--- src/rtl/enc_arb_nx.sv ---
// Registered N-input request arbiter/encoder with valid/ack hold.
// Fixed-priority or round-robin winner, one-hot grant and multi-hot flag.
module enc_arb_nx #(
   parameter int N    = 4,
   parameter int W    = 2,
   parameter int MODE = 0
) (
   input  logic         clk,
   input  logic         rst_n,
   input  logic         en,
   input  logic [N-1:0] req,
   input  logic         ack,
   output logic [W-1:0] code,
   output logic [N-1:0] grant,
   output logic         valid,
   output logic         multi,
   output logic [W-1:0] ptr
);

   typedef enum logic {IDLE, HOLD} state_t;

   state_t       state;
   logic [W-1:0] nptr;
   logic [W-1:0] base;
   logic [W-1:0] win;
   logic [W:0]   sum;
   logic         hit;
   logic         go;
   logic         many;

   assign go   = en && (req != '0);
   assign many = (req & (req - N'(1))) != '0;
   assign nptr = (code == W'(N - 1)) ? '0 : code + W'(1);

   // On an ack in HOLD the search starts from the pointer about to be stored.
   always_comb begin
      base = '0;
      if (MODE == 1) begin
         base = (state == HOLD && ack) ? nptr : ptr;
      end
   end

   always_comb begin
      win = '0;
      hit = 1'b0;
      sum = '0;
      for (int i = 0; i < N; i++) begin
         sum = {1'b0, base} + (W+1)'(i);
         if (sum >= (W+1)'(N)) begin
            sum = sum - (W+1)'(N);
         end
         if (!hit && req[sum[W-1:0]]) begin
            hit = 1'b1;
            win = sum[W-1:0];
         end
      end
   end

   always_ff @(posedge clk or negedge rst_n) begin
      if (!rst_n) begin
         state <= IDLE;
         code  <= '0;
         grant <= '0;
         valid <= 1'b0;
         multi <= 1'b0;
         ptr   <= '0;
      end else begin
         case (state)
            IDLE: begin
               if (go) begin
                  state <= HOLD;
                  valid <= 1'b1;
                  code  <= win;
                  grant <= N'(1) << win;
                  multi <= many;
               end
            end
            HOLD: begin
               if (ack) begin
                  if (MODE == 1) begin
                     ptr <= nptr;
                  end
                  if (go) begin
                     code  <= win;
                     grant <= N'(1) << win;
                     multi <= many;
                  end else begin
                     state <= IDLE;
                     valid <= 1'b0;
                     grant <= '0;
                  end
               end
            end
            default: state <= IDLE;
         endcase
      end
   end

endmodule

--- config.mk ---
export PLATFORM = sky130hd
export DESIGN_NAME = enc_arb_nx
export DESIGN_NICKNAME = d
export VERILOG_FILES = /design/src/rtl/enc_arb_nx.sv
export SDC_FILE = /design/constraint.sdc
export NUM_CORES = 1
export LEC_CHECK = 0
export BUFFER_PORTS_ARGS = -buffer_cell sky130_fd_sc_hd__buf_2
export CAP_MARGIN = 20
export CORE_AREA = 2 2 39 41
export DETAILED_ROUTE_END_ITERATION = 8
export DIE_AREA = 0 0 41 43
export GPL_ROUTABILITY_DRIVEN = 0
export PLACE_DENSITY = 0.68
export SYNTH_ARGS = -nofsm -noshare
export SYNTH_HDL_FRONTEND = slang
export SYNTH_SLANG_ARGS = --single-unit
--- constraint.sdc ---
create_clock -name clk -period 3.25 [get_ports clk]
set_clock_uncertainty 0.15 [all_clocks]
set_input_delay 0.325 -clock clk [delete_from_list [all_inputs] [get_ports clk]]
set_output_delay 0.325 -clock clk [all_outputs]
set_load 0.02 [all_outputs]
# Yosys cells after proc, flatten, opt, wreduce, memory -nomap -nowiden
# Cells that the tools add are included.
classes:
  reduce_logical: 11
  mux: 23
  n_eq_ne: 3
  n_bitwise: 2
  n_addsub: 1
  n_shift: 1
op_table:
  columns: ["op", "count"]
  rows:
  - ["$mux 4", 3]
  - ["$mux 1", 11]
  - ["$mux 2", 4]
  - ["$pmux 4 s2", 1]
  - ["$reduce_bool 4->1", 2]
  - ["$ne 2x2->1 const B", 3]
  - ["$pmux 1 s2", 3]
  - ["$and 4x4->4", 1]
  - ["$logic_and 1x1->1", 4]
  - ["$pmux 2 s2", 1]
  - ["$shl 1x2->4 const A", 1]
  - ["$sub 4x1->4 const B", 1]
  - ["$logic_not 1->1", 3]
  - ["$reduce_and 3->1", 1]
  - ["$reduce_and 2->1", 1]
  - ["$not 1->1", 1]
word_totals:
  ff_bits: 9
  elab_cells: 46
  out_inout_bits: 10

# Depth between registers and ports, before layout
# Gate-level depths: netlist of the first run.
logic_depth:
  ltp_word: 14
  ltp_mapped: 5

# Least setup slack after synthesis of the first run
# Ideal clock, no wire load.
synth_timing:
  path_type: "input -> register"
  start: "input req[2]"
  end: "register grant[0]"
  arrival_ns: 1.187
  setup_ns: 0.074
  cell_stages: 4
  path_slack_ns: 1.839
  cell_sequence: "buf_6 -> o41a_1 -> o21a_1 -> o21ai_2"
synth_via:
  elab_chain_len: 9
  elab_cells_between_ends: 15
  classes_between: "eq/ne: 1; shift: 1; mux: 7; reduce/logical: 6"
synth_lines:
  columns: ["element", "line_no", "rtl"]
  rows:
  - ["start, declared", "11", "input logic [N-1:0] req,"]
  - ["$logic_and 1x1->1", "52", "if (!hit && req[sum[W-1:0]]) begin"]
  - ["$mux 1", "52", null]
  - ["$logic_not 1->1", "52", null]
  - ["$logic_and 1x1->1", "52", null]
  - ["$mux 2", "52", null]
  - ["$shl 1x2->4", "74, 85", null]
  - ["$mux 4", "83", "if (go) begin"]
  - ["$mux 4", "79", "if (ack) begin"]
  - ["$pmux 4 s2", "68", "case (state)"]
  - ["end signal, assigned", "74", "grant <= N'(1) << win;"]
  - ["end signal, assigned", "85", "grant <= N'(1) << win;"]
  - ["end, declared", "14", "output logic [N-1:0] grant,"]
# Several ways; a longest one is shown, not always the timed one. The select of a mux whose other input is x is not followed.
# A chain may end at the register's enable or synchronous reset.

# Final worst setup path of the first run
layout_timing:
  start: "register state"
  end: "register code[0]"
layout_via:
  elab_chain_len: 2
  elab_cells_between_ends: 3
  classes_between: "eq/ne: 1; mux: 1; bitwise: 1"
layout_lines:
  columns: ["element", "line_no", "rtl"]
  rows:
  - ["start, declared", "22", "state_t state;"]
  - ["start signal, assigned", "61", "state <= IDLE;"]
  - ["start signal, assigned", "71", "state <= HOLD;"]
  - ["start signal, assigned", "88", "state <= IDLE;"]
  - ["$not 1->1", null, null]
  - ["$pmux 2 s2", "68", null]
  - ["end signal, assigned", "73", "code <= win;"]
  - ["end signal, assigned", "84", "code <= win;"]
  - ["end, declared", "13", "output logic [W-1:0] code,"]
# Several ways; a longest one is shown, not always the timed one.

==> results.py, run 1 <==
metrics = {
    "outcome": {
        "status": "complete, no violations",
    },
    "synth": {
        "synthCells": 60,
        "ys_types": 31,
        "synth_edf_count": 0,
        "synthAdderAreaFrac_pct": 0,
        "synth.cell_area_um2": 556.8,
        "yosysSeqAreaShare_pct": 40.45,
        "ys_seq_elements": 9,
        "async_flop_share_pct": 100.0,
        "synth-xor-area-share_pct": 1.573,
        "synth_top_family_by_area": "compound AO/OA/AOI/OAI gates",
        "muxShareOfSynthArea_pct": 3.596,
        "synth.avg_cell_area_um2": 9.280,
        "yosys_warnings": 2,
        "synth-main-ff-cell": "dfrtp_1",
        "synth_simple_gate_area_share_pct": 20.45,
        "synth_compound_area_share_pct": 22.02,
    },
    "die": {
        "dieArea_um2": 1763,
        "initial_utilization_pct": 40.24,
        "fp-row-count": 14,
        "io_pins": 18,
        "die_h_um": 43,
        "die_w_um": 41,
        "core_um2": 1384,
    },
    "layout": {
        "fin_cells": 88,
        "final_util_pct": 46.29,
        "area_delta_synth_final_pct": 15.06,
        "nets": 81,
        "nFillCells": 138,
        "antenna_cells": 0,
        "drive_gt1_share_pct": 31.94,
        "final_area_um2": 640.6,
    },
    "worst_setup_path": {
        "cp.required_ns": 3.24,
        "criticalPathCategory": "flop to flop",
        "r2r_end": "code[0]",
        "start_kind": "flop",
        "critical_path.max_fanout": 8,
        "rr_startpoint": "state",
        "worstRegToRegCells": 3,
        "r2r_slack_ns": 1.78,
        "cp-end-kind": "flop",
        "worstPathArrival_ns": 1.46,
    },
    "clocking": {
        "clockBufferDepth": 2,
        "clock_sinks": 9,
        "cts_setup_buffers": 0,
        "cts_buffers": 3,
        "h-tree-depth": 1,
        "cts_resized": 0,
        "path_clk_slew_ns": 0.07,
        "clk_latency_ns": 0.25,
        "root_buffer": "clkbuf_4",
        "cts_tree": "yes",
    },
    "sta": {
        "tns_ns": 0,
        "drv_slew": 0,
        "post-route-min-period_ns": 1.469,
        "min_period_over_period_pct": 45.21,
        "max_freq_mhz": 680.6,
        "hold_ws_ns": 0.2030,
        "rsz0062_at_grt": "no",
        "fin_ws_ns": 1.781,
        "setup_viol": 0,
        "hold_viol": 0,
    },
    "min_path": {
        "min_to": "grant[2]",
        "whs_path_depth": 3,
        "hold_class": "input port to flop",
        "holdCritStartpoint": "ack",
    },
    "place": {
        "portBuffers": 15,
        "place_area_um2": 604.3,
        "dp_cells": 83,
        "hpwl_um": 752.9,
        "place_worst_setup_slack_ns": 1.741,
    },
    "drt": {
        "ant_nets": 0,
        "drt-total-wl_um": 1038,
        "drtIter0Drc": 17,
        "post-route-drc-count": 0,
        "dr.pass1.iters": 4,
        "via_per_inst": 5.455,
        "vias": 480,
        "wire_per_inst_um": 11.80,
    },
    "grt": {
        "grt.total_usage_pct": 14.72,
        "grt_max_degree": 12,
        "grt_pass1_wl_um": 1738,
        "grt_overflow_total": 0,
        "grt_pass1_vias": 423,
        "antenna_found_initial": 0,
    },
    "power": {
        "power.leakage_nw": 0.2967,
        "power.density_nw_per_um2": 462.8,
        "power.total_mw": 0.2965,
        "peakVddDrop_uv": 260.0,
    },
    "job": {
        "maxCapViolCount": 0,
    },
}
critical path, stage by stage, from the launching register on:
cell,delay [ns]
dfrtp_1,0.48
nand2b_1,0.22
and2_1,0.24
o221a_2,0.26
layer usage:
layer	wire [um]	global-route usage [%]
met1	477	19.67
met2	480	20.00
met3	65	3.665
met4	15	10.00
met5	0	0
state kept, by name, summed over array words and instances (netlist names):
name	flops
state	1
grant	4
valid	1
code	2
multi	1
synthesized netlist by cell type, types with 2 or more instances:
cell type | n | area (um2)
a21oi_1 | 5 | 25.02
o21ai_2 | 2 | 17.52
inv_1 | 3 | 11.26
mux2i_1 | 2 | 20.02
buf_4 | 2 | 15.01
or2_2 | 2 | 12.51
clkbuf_1 | 4 | 15.01
nand2_1 | 3 | 11.26
a31oi_1 | 4 | 25.02
dfrtp_1 | 9 | 225.2
nor2_1 | 2 | 7.510
nor4b_1 | 3 | 26.28
logic make-up after synthesis:
group / after synthesis
compound gates: 17
xor+xnor: 1
buf+inv: 12
flops: 9
mux: 2
other cells: 1
simple gates: 18
final cells by class:
class | count | area [um2] | share of cell area, %
clock buffers | 4 | 26.28 | 4.102
repair buffers | 16 | 85.08 | 13.28
multi-input cells | 40 | 272.8 | 42.58
flip-flops and latches | 9 | 225.2 | 35.16
inverters | 3 | 11.26 | 1.758
well taps | 16 | 20.02 | 3.125
power by group:
part / internal [mW] / leakage (nW) / total, mW / switching [mW]
Sequential: 0.125 / 0.111 / 0.134 / 0.00958
Clock: 0.0473 / 0.0150 / 0.0865 / 0.0392
Combinational: 0.0294 / 0.170 / 0.0756 / 0.0462
Total: 0.201 / 0.297 / 0.296 / 0.0950
worst max-delay path by stage:
stage / slack (ns) / to / from / cells past startpoint
2_1_floorplan: 1.84 / grant[0] / req[2] / 4
3_3_place_gp: 1.73 / grant[1] / req[2] / 4
3_5_place_dp: 1.74 / grant[0] / req[2] / 4
4_1_cts: 1.80 / code[0] / state / 3
5_1_grt: 1.69 / code[0] / state / 3
6_report: 1.78 / code[0] / state / 3
what timing repair did:
item / 4_1_cts / 5_1_grt
hold buffers: 1 / 0
hold endpoints to repair: 9 / 0
setup endpoints to repair: 0 / 0
placed cells by master (no fill, tap or decap):
cell type	Yosys	routed
clkbuf_4	0	3
a21oi_1	5	5
a211o_1	1	1
mux2i_1	2	2
xor2_1	1	1
inv_1	3	3
nor2_1	2	2
nor4b_1	3	3
o41ai_1	1	1
nand2_1	3	3
o221a_2	1	1
or2_2	2	2
or3_1	1	1
buf_2	1	15
nor2b_1	1	1
nand2b_1	1	1
conb_1	1	2
o211ai_1	1	1
nor4bb_1	1	1
dlygate4sd3_1	0	1
o41a_1	1	1
clkbuf_1	4	1
nand3b_1	1	1
dfrtp_1	9	9
o21a_1	1	1
nand4b_1	1	1
and2_1	1	1
nand3_1	1	1
a31oi_1	4	4
o21ai_2	2	2
Power figures use the tool's default switching activity.
==> inputs of run 2 (changes only) <==
Clock period 3.25 ns to 1.4 ns, I/O delays scaled along.
==> results.py, run 2 (synthesized netlist as in run 1, its figures left out) <==
metrics = {
    "sta": {
        "drv_slew": 0,
        "setup_viol": 0,
        "fin_ws_ns": 0.1632,
        "hold_ws_ns": 0.02821,
        "min_period_over_period_pct": 88.34,
        "max_freq_mhz": 808.6,
        "tns_ns": 0,
        "post-route-min-period_ns": 1.237,
        "rsz0062_at_grt": "no",
        "hold_viol": 0,
    },
    "clocking": {
        "clock_sinks": 9,
        "cts_buffers": 3,
        "clockBufferDepth": 2,
        "cts_tree": "yes",
        "root_buffer": "clkbuf_4",
        "h-tree-depth": 1,
        "path_clk_slew_ns": 0.07,
        "clk_latency_ns": 0.26,
    },
    "layout": {
        "nFillCells": 150,
        "drive_gt1_share_pct": 33.78,
        "final_area_um2": 655.6,
        "top_register": "grant",
        "layout_commonest_cell": "buf_2",
        "layout_common_cells": "buf_2, dfrtp_1, a21oi_1",
        "largest_register_ffs": 4,
        "antenna_cells": 0,
        "nets": 83,
        "top_regs": "grant: 4 flops, code: 2 flops",
        "area_delta_synth_final_pct": 17.75,
        "final_util_pct": 47.38,
        "fin_cells": 90,
    },
    "grt": {
        "grt_pass1_wl_um": 1787,
        "grt_pass1_vias": 412,
        "grt.total_usage_pct": 14.84,
        "grt_overflow_total": 0,
        "antenna_found_initial": 0,
        "grt_max_degree": 12,
    },
    "drt": {
        "drt-total-wl_um": 1095,
        "drtIter0Drc": 6,
        "dr.pass1.iters": 4,
        "ant_nets": 0,
        "via_per_inst": 5.233,
        "post-route-drc-count": 0,
        "wire_per_inst_um": 12.17,
        "vias": 471,
    },
    "die": {
        "die_w_um": 41,
        "io_pins": 18,
        "dieArea_um2": 1763,
        "initial_utilization_pct": 40.24,
        "fp-row-count": 14,
        "core_um2": 1384,
        "die_h_um": 43,
    },
    "worst_setup_path": {
        "r2r_slack_ns": 0.16,
        "crit_slowest_cell": "dfrtp_1",
        "start_kind": "flop",
        "worstPathArrival_ns": 1.22,
        "cp-end-kind": "flop",
        "cp.required_ns": 1.39,
        "critPathMaxStageDelay_ns": 0.35,
        "crit_chain": "nand2b_1, and2_1, o221a_2",
        "criticalPathCategory": "flop to flop",
        "critical_path.max_fanout": 5,
    },
    "place": {
        "portBuffers": 15,
        "dp_cells": 85,
        "place_area_um2": 619.3,
        "place_worst_setup_slack_ns": 0.07316,
        "hpwl_um": 817.9,
    },
    "outcome": {
        "status": "complete, no violations",
    },
    "job": {
        "maxCapViolCount": 0,
    },
    "power": {
        "peakVddDrop_uv": 419.9,
        "power.density_nw_per_um2": 1059,
        "power.leakage_nw": 0.3059,
        "power.total_mw": 0.6944,
    },
    "min_path": {
        "hold_class": "input port to flop",
    },
}
## run 2: cell count changes in the layout (fill, tap and decap cells not counted), sizes merged
cell  previous run  this run
buf             15        17
## run 2: final timing paths
kind / startpoint / cells past startpoint / to
max in group asynchronous: rst_n / 2 / multi
setup / recovery: state / 3 / code[0]
hold reg to reg: code[1] / 2 / code[1]
min in group asynchronous: rst_n / 2 / grant[2]
hold / removal: ack / 3 / grant[2]
setup reg to reg: state / 3 / code[0]
## run 2: cell type report
| cell class | instances | area, um2 | area share, % |
|---|---|---|---|
| inverters | 3 | 11.26 | 1.718 |
| flip-flops and latches | 9 | 225.2 | 34.35 |
| well taps | 16 | 20.02 | 3.053 |
| repair buffers | 18 | 100.1 | 15.27 |
| multi-input cells | 40 | 272.8 | 41.60 |
| clock buffers | 4 | 26.28 | 4.008 |
## run 2: where the power goes
part / switching (mW) / total [mW] / internal, mW
combinational: 0.115 / 0.189 / 0.0737
clock: 0.0891 / 0.199 / 0.110
sequential: 0.0168 / 0.307 / 0.290
## run 2: routing by layer
layer	GRT usage, %	vias up	share of wire [%]	routed length, um
met3	3.141	2	4.5	49
met1	21.74	224	47	512
li1	-	236	-	-
met5	0	-	0	0
met2	20.63	9	47	520
met4	6.000	0	1.1	12
## run 2: what timing repair did
item                                   in CTS  in global routing
hold buffers                                1                  0
resized for setup                           0                  0
setup buffers                               0                  0
endpoints found under the hold margin       9                  0
## run 2: critical path, delay by kind of cell, from the launching register on
family | cells | cell delay, ns
flip-flops | 1 | 0.35
AND/OR/NAND/NOR | 2 | 0.35
AO/OA/AOI/OAI | 1 | 0.28
==> inputs of run 3 (changes only) <==
Settings changed: BUFFER_PORTS_ARGS -buffer_cell sky130_fd_sc_hd__buf_2 to not set, DONT_BUFFER_PORTS set to 1, PLACE_DENSITY 0.68 to not set.
==> results.py, run 3 (synthesized netlist as in run 1, its figures left out) <==
metrics = {
    "outcome": {
        "status": "complete, but fails checks",
        "violations": "negative hold slack",
    },
    "power": {
        "power.density_nw_per_um2": 1006,
        "peakVddDrop_uv": 497.6,
        "power.leakage_nw": 0.2755,
    },
    "worst_setup_path": {
        "criticalPathCategory": "input port to flop",
        "start_kind": "input port",
        "r2r_slack_ns": 0.18,
        "r2r_end": "code[0]",
        "worstRegToRegCells": 3,
        "cp.required_ns": 1.43,
        "rr_startpoint": "state",
        "cp-end-kind": "flop",
        "worstPathArrival_ns": 1.35,
        "critical_path.max_fanout": 10,
    },
    "drt": {
        "via_per_inst": 5.512,
        "drt-total-wl_um": 1162,
        "wl_met2_um": 522,
        "dr.pass1.iters": 4,
        "drtIter0Drc": 21,
        "wire_per_inst_um": 14.17,
        "wl_met3_um": 61,
        "ant_nets": 0,
        "wl_met1_um": 570,
        "post-route-drc-count": 0,
        "vias": 452,
        "top_layer_used": "met4",
    },
    "die": {
        "die_h_um": 43,
        "core_um2": 1384,
        "io_pins": 18,
        "initial_utilization_pct": 40.24,
        "die_w_um": 41,
        "dieArea_um2": 1763,
        "fp-row-count": 14,
    },
    "layout": {
        "layout_common_cells": "dfrtp_1, dlygate4sd3_1, a21oi_1",
        "nets": 75,
        "area_delta_synth_final_pct": 18.20,
        "final_util_pct": 47.56,
        "layout_commonest_cell": "dfrtp_1",
        "top_regs": "grant: 4 flops, code: 2 flops",
        "antenna_cells": 0,
        "top_register": "grant",
        "largest_register_ffs": 4,
        "nFillCells": 149,
        "final_area_um2": 658.1,
        "drive_gt1_share_pct": 16.67,
        "fin_cells": 82,
    },
    "min_path": {
        "min_to": "state",
        "hold_class": "input port to flop",
        "whs_path_depth": 2,
        "holdCritStartpoint": "req[1]",
    },
    "clocking": {
        "clock_sinks": 9,
        "clockBufferDepth": 2,
        "path_clk_slew_ns": 0.06,
        "cts_setup_buffers": 0,
        "clk_latency_ns": 0.26,
        "cts_buffers": 3,
        "root_buffer": "clkbuf_4",
        "cts_tree": "yes",
        "h-tree-depth": 1,
        "holdBufCountCts": 8,
    },
    "grt": {
        "grt_overflow_total": 0,
        "antenna_found_initial": 0,
        "grt_max_degree": 12,
        "grt.total_usage_pct": 16.41,
        "grt_pass1_vias": 454,
        "grt_pass1_wl_um": 1938,
    },
    "place": {
        "portBuffers": 0,
        "place_area_um2": 544.3,
        "dp_cells": 70,
        "hpwl_um": 769.2,
    },
    "sta": {
        "tns_ns": 0,
        "post-route-min-period_ns": 1.319,
        "hold_ws_ns": -0.1023,
        "setup_viol": 0,
        "min_period_over_period_pct": 94.20,
        "hold_viol": 3,
        "rsz0062_at_grt": "no",
        "drv_slew": 0,
        "max_freq_mhz": 758.2,
    },
    "job": {
        "maxCapViolCount": 0,
    },
}
==> run 3: changes by cell type in the layout (fill, tap and decap cells not counted), sizes merged <==
cell,delta
buf,-15
dlygate4sd3,+7
==> run 3: worst max-delay path, cell delays in order <==
cell and delay, ns:
dlygate4sd3_1 0.55, o41ai_2 0.37, a21oi_1 0.12, o211ai_1 0.16
==> run 3: worst max-delay path by stage <==
stage / startpoint / end / slack (ns) / cells past startpoint
after CTS: req[0] / grant[2] / 0.003 / 4
after detailed placement: state / code[0] / 0.19 / 3
after global placement: state / code[0] / 0.21 / 3
after global routing: req[2] / grant[2] / 0.02 / 4
after floorplan: state / code[0] / 0.02 / 5
final: req[2] / grant[2] / 0.08 / 4
==> run 3: per-stage QoR <==
step | worst slack (ns) | power (mW)
after floorplan | 0.01835 | 0.4450
after global routing | 0.01905 | 0.7093
after detailed placement | 0.1871 | 0.4430
after CTS | 0.003340 | 0.6741
final | 0.08115 | 0.6619
after global placement | 0.2055 | 0.4436
==> run 3: layout make-up <==
type | instances | area, um2 | area share, %
multi-input cells | 40 | 280.3 | 42.59
flip-flops and latches | 9 | 225.2 | 34.22
repair buffers | 10 | 95.09 | 14.45
clock buffers | 4 | 26.28 | 3.992
well taps | 16 | 20.02 | 3.042
inverters | 3 | 11.26 | 1.711
==> run 3: power by group <==
| part | leakage, nW | internal [mW] | switching, mW | total [mW] |
|---|---|---|---|---|
| clock network | 0.0150 | 0.110 | 0.0876 | 0.197 |
| logic | 0.149 | 0.0615 | 0.0569 | 0.118 |
| registers | 0.111 | 0.290 | 0.0566 | 0.346 |
| total | 0.275 | 0.461 | 0.201 | 0.662 |
==> run 3: timing repair <==
action,CTS,global route
endpoints found under the hold margin,18,3
setup endpoints to repair,0,1
resized for setup,0,1
==> run 3: routing by layer <==
layer  vias to the layer above  track usage (%)
met5                         -                0
met4                         0            10.00
met3                         2            3.665
met2                        13            21.56
met1                       214            23.65
li1                        223                -
